--- src/rtl/led_pattern_seq_pkg.sv ---
// Shared mode/direction types and the step-period helper
// for the LED pattern sequencer.
package led_seq_pkg;

  typedef enum logic [1:0] {
    MODE_BIN    = 2'd0,
    MODE_BOUNCE = 2'd1,
    MODE_ROTATE = 2'd2,
    MODE_GRAY   = 2'd3
  } mode_e;

  typedef enum logic {
    DIR_LEFT  = 1'b0,
    DIR_RIGHT = 1'b1
  } bdir_e;

  function automatic int unsigned period(
    input int unsigned base,
    input int unsigned spd
  );
    int unsigned p;
    p = (spd > 31) ? 0 : (base >> spd);
    return (p == 0) ? 1 : p;
  endfunction

endpackage

--- src/rtl/led_pattern_seq_if.sv ---
// Switch-side controls and LED-side outputs of the
// pattern sequencer (optional DIR under LED_SEQ_DIR_EN).
interface led_pattern_seq_if #(
  parameter int WIDTH = 8,
  parameter int SPD_W = 2
);
  logic [SPD_W-1:0] SPEED;
  logic [1:0]       MODE;
  logic             HOLD;
`ifdef LED_SEQ_DIR_EN
  logic             DIR;
`endif
  logic [WIDTH-1:0] OUT_BUS;
  logic             STEP;

`ifdef LED_SEQ_DIR_EN
  modport master (
    output SPEED, MODE, HOLD, DIR,
    input  OUT_BUS, STEP
  );
  modport slave (
    input  SPEED, MODE, HOLD, DIR,
    output OUT_BUS, STEP
  );
`else
  modport master (
    output SPEED, MODE, HOLD,
    input  OUT_BUS, STEP
  );
  modport slave (
    input  SPEED, MODE, HOLD,
    output OUT_BUS, STEP
  );
`endif
endinterface

--- src/rtl/led_pattern_seq_prescaler.sv ---
// Prescaler: turns CLOCK into step ticks with period
// max(1, DIV_BASE >> SPEED); HOLD freezes, clr restarts.
module tick_prescaler
  import led_seq_pkg::*;
#(
  parameter int DIV_BASE = 6000000,
  parameter int SPD_W    = 2
) (
  input  logic             CLOCK,
  input  logic             RESET,
  input  logic [SPD_W-1:0] SPEED,
  input  logic             HOLD,
  input  logic             clr,
  output logic             tick
);

  localparam int CW = $clog2(DIV_BASE + 1);

  logic [CW-1:0] pc;
  logic [CW-1:0] last;

  // >= rather than == so a faster SPEED catches up at once
  assign last = CW'(period(DIV_BASE, 32'(SPEED)) - 1);
  assign tick = !HOLD && (pc >= last);

  always_ff @(posedge CLOCK or posedge RESET) begin
    if (RESET) begin
      pc <= '0;
    end else if (clr) begin
      pc <= '0;
    end else if (HOLD) begin
      pc <= pc;
    end else if (tick) begin
      pc <= '0;
    end else begin
      pc <= pc + CW'(1);
    end
  end

endmodule

--- src/rtl/led_pattern_seq.sv ---
// LED pattern sequencer top: prescaler plus pattern engine.
// Define LED_SEQ_DIR_EN to add the DIR reverse input.
module led_pattern_seq
  import led_seq_pkg::*;
#(
  parameter int WIDTH    = 8,
  parameter int SPD_W    = 2,
  parameter int DIV_BASE = 6000000
) (
  input  logic         CLOCK,
  input  logic         RESET,
  led_pattern_seq_if.slave bus
);

  localparam logic [WIDTH-1:0] ONE = WIDTH'(1);

  logic [WIDTH-1:0] out_q, out_n;
  logic [WIDTH-1:0] cnt_q, cnt_n;
  bdir_e            dir_q, dir_n;
  mode_e            mode_q, mode_in;
  logic             step_q, step_n;
  logic             tick, mode_chg, rev;

  assign mode_in  = mode_e'(bus.MODE);
  assign mode_chg = (mode_in != mode_q);

`ifdef LED_SEQ_DIR_EN
  assign rev = bus.DIR;
`else
  assign rev = 1'b0;
`endif

  tick_prescaler #(
    .DIV_BASE (DIV_BASE),
    .SPD_W    (SPD_W)
  ) u_presc (
    .CLOCK (CLOCK),
    .RESET (RESET),
    .SPEED (bus.SPEED),
    .HOLD  (bus.HOLD),
    .clr   (mode_chg),
    .tick  (tick)
  );

  always_comb begin
    out_n  = out_q;
    cnt_n  = cnt_q;
    dir_n  = dir_q;
    step_n = 1'b0;
    // a mode change reseeds and wins over a coincident tick
    if (mode_chg) begin
      cnt_n = '0;
      dir_n = DIR_LEFT;
      unique case (mode_in)
        MODE_BOUNCE,
        MODE_ROTATE: out_n = ONE;
        MODE_BIN,
        MODE_GRAY:   out_n = '0;
      endcase
    end else if (tick) begin
      step_n = 1'b1;
      unique case (mode_q)
        MODE_BIN: begin
          out_n = rev ? out_q - ONE : out_q + ONE;
        end
        MODE_GRAY: begin
          cnt_n = rev ? cnt_q - ONE : cnt_q + ONE;
          out_n = cnt_n ^ (cnt_n >> 1);
        end
        MODE_ROTATE: begin
          out_n = rev ?
            (out_q >> 1) | (out_q << (WIDTH - 1)) :
            (out_q << 1) | (out_q >> (WIDTH - 1));
        end
        MODE_BOUNCE: begin
          unique case (1'b1)
            (WIDTH == 1): begin
              out_n = ONE;
            end
            (WIDTH > 1) && (dir_q == DIR_LEFT): begin
              if (out_q[WIDTH-1]) begin
                dir_n = DIR_RIGHT;
                out_n = out_q >> 1;
              end else begin
                out_n = out_q << 1;
              end
            end
            default: begin
              if (out_q[0]) begin
                dir_n = DIR_LEFT;
                out_n = out_q << 1;
              end else begin
                out_n = out_q >> 1;
              end
            end
          endcase
        end
      endcase
    end
  end

  always_ff @(posedge CLOCK or posedge RESET) begin
    if (RESET) begin
      out_q  <= '0;
      cnt_q  <= '0;
      dir_q  <= DIR_LEFT;
      mode_q <= MODE_BIN;
      step_q <= 1'b0;
    end else begin
      out_q  <= out_n;
      cnt_q  <= cnt_n;
      dir_q  <= dir_n;
      mode_q <= mode_in;
      step_q <= step_n;
    end
  end

  assign bus.OUT_BUS = out_q;
  assign bus.STEP    = step_q;

endmodule

--- src/flat_wrapper.sv ---
// flat-port wrapper written by rule: the top's interface ports become plain ports
module led_pattern_seq_flat import led_seq_pkg::*;
#(
  parameter int WIDTH    = 8,
  parameter int SPD_W    = 2,
  parameter int DIV_BASE = 6000000
)
  (CLOCK, RESET, bus_SPEED, bus_MODE, bus_HOLD, bus_OUT_BUS, bus_STEP);
  led_pattern_seq_if #(.WIDTH(WIDTH), .SPD_W(SPD_W)) bus_i ();
  input  logic CLOCK;
  input  logic RESET;
  input wire logic [$bits(bus_i.SPEED)-1:0] bus_SPEED;
  input wire logic [$bits(bus_i.MODE)-1:0] bus_MODE;
  input wire logic [$bits(bus_i.HOLD)-1:0] bus_HOLD;
  output wire logic [$bits(bus_i.OUT_BUS)-1:0] bus_OUT_BUS;
  output wire logic [$bits(bus_i.STEP)-1:0] bus_STEP;
  assign bus_i.SPEED = bus_SPEED;
  assign bus_i.MODE = bus_MODE;
  assign bus_i.HOLD = bus_HOLD;
  assign bus_OUT_BUS = bus_i.OUT_BUS;
  assign bus_STEP = bus_i.STEP;
  led_pattern_seq #(.WIDTH(WIDTH), .SPD_W(SPD_W), .DIV_BASE(DIV_BASE)) u_core (.CLOCK(CLOCK), .RESET(RESET), .bus(bus_i));
endmodule
--- config.mk ---
export PLATFORM = sky130hd
export DESIGN_NAME = led_pattern_seq_flat
export DESIGN_NICKNAME = d
export VERILOG_FILES = /design/src/rtl/led_pattern_seq_pkg.sv /design/src/rtl/led_pattern_seq_if.sv /design/src/rtl/led_pattern_seq_prescaler.sv /design/src/rtl/led_pattern_seq.sv /design/src/flat_wrapper.sv
export SDC_FILE = /design/constraint.sdc
export NUM_CORES = 1
export LEC_CHECK = 0
export CORE_UTILIZATION = 60
export DETAILED_ROUTE_END_ITERATION = 7
export GPL_TIMING_DRIVEN = 0
export PLACE_DENSITY = 0.87
export SLEW_MARGIN = 20
export SYNTH_ARGS = -nofsm -noshare
export SYNTH_HDL_FRONTEND = slang
export SYNTH_SLANG_ARGS = --single-unit
export TNS_END_PERCENT = 30
--- constraint.sdc ---
create_clock -name CLOCK -period 5.8 [get_ports CLOCK]
set_input_delay 0.58 -clock CLOCK [delete_from_list [all_inputs] [get_ports CLOCK]]
set_output_delay 0.58 -clock CLOCK [all_outputs]
set_load 0.005 [all_outputs]
==> out/metrics.cfg <==
[run_status]
outcome=finished, final reports clean

[synth]
ys_async_sr_fraction_pct=100
ys_ff_latch=43
synthCells=395
synth_top_area_share_pct=30.8
synth_area_per_cell_sq_um=8.83
yosys-top-cells-area=dfrtp_1 (31%), ha_1 (12%), xor2_1 (5.8%), xnor2_1 (4.8%), nor2_1 (4.7%)
synth_cell_types=62
synth_top_area_cell=dfrtp_1
yosys_warnings=0
synth_edf_count=0
seq_area_frac_synth_pct=30.8
syn-cell-area_sq_um=3490
ys.flop_type=dfrtp_1

[clocking]
insertion_delay_ns=0.30
cts_resized=0
cts_buffers=5
tritoncts=done
cts_setup_buffers=0
cts_max_level=2
clk_pin_slew_ns=0.09
cts_hold_buffers=0
ctsLongestPathBuffers=2
cts_sinks=43
ctsRootBufferMaster=clkbuf_8

[finish]
drive_above_1_share_pct=6.44
final_common_cell=nor2_1
final_core_util_pct=69.6
insertedDiodeCount=0
area_growth_pct=10.5
final_cell_mix=nor2_1 (44), dfrtp_1 (43), ha_1 (34)
final_nets=460

[die]
die_w_um=78.3
die_h_um=78.3
initial_core_util_pct=63.0
num_rows=27
die_area_sq_um=6120
ios=16
coreArea_sq_um=5540

[grt]
antenna_found_initial=0
overflow=0
grt_pass1_vias=3206
grt_pass1_wl_um=14800
track_usage_pct=30.7
grt_max_degree=28

[setup_path]
end_kind=flop
critPathLaunchType=input port
r2r-end=u_core.u_presc.pc[22]
rr_startpoint=u_core.u_presc.pc[12]
max_stage_delay_ns=0.63
crit_path_top_delay_cell=clkdlybuf4s50_1
path_delay_family=buffers and inverters
worstSetupPathType=input port to flop
critical_path_required_ns=5.97
crit_fanout=10
worstPathArrival_ns=3.76
ff2ff_path_depth=8
cp.depth=12
crit_buf_inv=4
cp_cell_sequence=clkdlybuf4s50_1, inv_1, ha_1, inv_1, ha_1, nand2_1, o21a_1, o221ai_1, o21bai_4, nand3_2, buf_2, nor2_1
r2r_slack_ns=3.16

[placed_design]
gp_congestion=0.916
hpwl_um=6370
port_buffers=15
pre_cts_ws_ns=1.98

[pwr]
pwr_density_cell_nw_per_um2=162
ir_drop_mv=0.181
finalPower_mw=0.623
leakage_nw=1.67

[sta]
drv_slew=0
fmax_mhz=279
rsz0062_at_grt=no
timing.final.ws_setup_ns=2.21
skew_ns=0.00872
min_period_ns=3.59
tns_ns=0
min_period_over_period_pct=61.8
worstMarginPinSlew_ns=0.705
relSlewSlack_pct=53.0
setup_viol=0
hold_viol=0

[job]
drv_cap=0

[routing]
via_per_inst=6.51
vias=3195
drtAntennaViolNets=0
drt_wl_total_um=8630
drt-initial-drc-count=287
avgRoutedWirePerCell_um=17.6
firstDrtPassIters=6
drc=0

[worst_hold_path]
hold_class=input port to async pin

## cell families after synthesis
group	Yosys count	share of synthesized area, %
flip-flops	43	30.8
adder cells (fa/ha/maj)	34	12.2
AND/OR/NAND/NOR	156	22.9
multiplexers	8	2.65
AO/OA/AOI/OAI	75	16.4
other	1	0.107
XOR/XNOR	42	10.5
buffers and inverters	36	4.34
## sequential cells by signal, indices dropped and copies added, names as in the netlist
register,flops
u_core.dir_q,1
u_core.mode_q,2
u_core.bus.STEP,1
u_core.cnt_q,8
u_core.u_presc.pc,23
u_core.bus.OUT_BUS,8
## layer usage
metal / up-vias / global-route usage [%] / routed length (um)
met3: 27 / 5.58 / 524
met2: 145 / 48.9 / 4000
li1: 1476 / - / -
met5: - / 0 / 0
met4: 0 / 10.9 / 150
met1: 1547 / 41.6 / 3960
## area by class of cell
cell class	count	area (sq um)
repair buffers	16	170
multi-input cells	317	2270
plain buffers	16	76.3
flip-flops and latches	43	1080
clock inverters	1	30.0
inverters	20	75.1
clock buffers	6	72.6
well taps	72	90.1
fillers	439	1680
## report_power, final
part           internal, mW  switching, mW  total (mW)
sequential            0.302        0.00560       0.308
combinational        0.0294         0.0559      0.0853
clock                 0.126          0.104       0.230
## worst max path at each step
stage,start,end,slack (ns)
finish,bus_SPEED[1],u_core.u_presc.pc[22],2.21
global route,bus_SPEED[1],u_core.u_presc.pc[22],2.05
CTS,bus_SPEED[1],u_core.u_presc.pc[22],2.28
detailed placement,bus_SPEED[1],u_core.u_presc.pc[22],1.98
global placement,bus_SPEED[1],u_core.cnt_q[4],2.08
floorplan,bus_SPEED[0],u_core.dir_q,3.07
## stage by stage
step                      instances  hold WS [ns]  area, sq um
after floorplan                 396         0.511         3490
after global placement          483         0.534         3730
after detailed placement        484         0.561         3750
after CTS                       491         0.581         3860
after global routing            491         0.610         3860
final                           491         0.581         3860
## synthesized netlist by cell type (2+ instances only)
cell / n
o221ai_1: 3
nand3_1: 32
o211ai_1: 6
and4_1: 2
nor2b_1: 4
o22ai_1: 3
nor3b_1: 3
nor3_1: 6
a31o_2: 2
mux2i_1: 7
and2_1: 2
a211oi_1: 2
o31ai_1: 2
a32oi_1: 2
buf_2: 4
o21ai_0: 13
inv_1: 20
nand2b_1: 4
a21o_1: 3
a221oi_1: 4
ha_1: 34
xor2_1: 23
nand4_1: 14
nor4b_1: 2
dfrtp_1: 43
nand2_1: 27
and3_1: 6
xnor2_1: 19
a21oi_1: 17
nor2_1: 44
clkbuf_1: 10
o2bb2ai_1: 2
No activity file was read; power rests on OpenSTA's default activity.
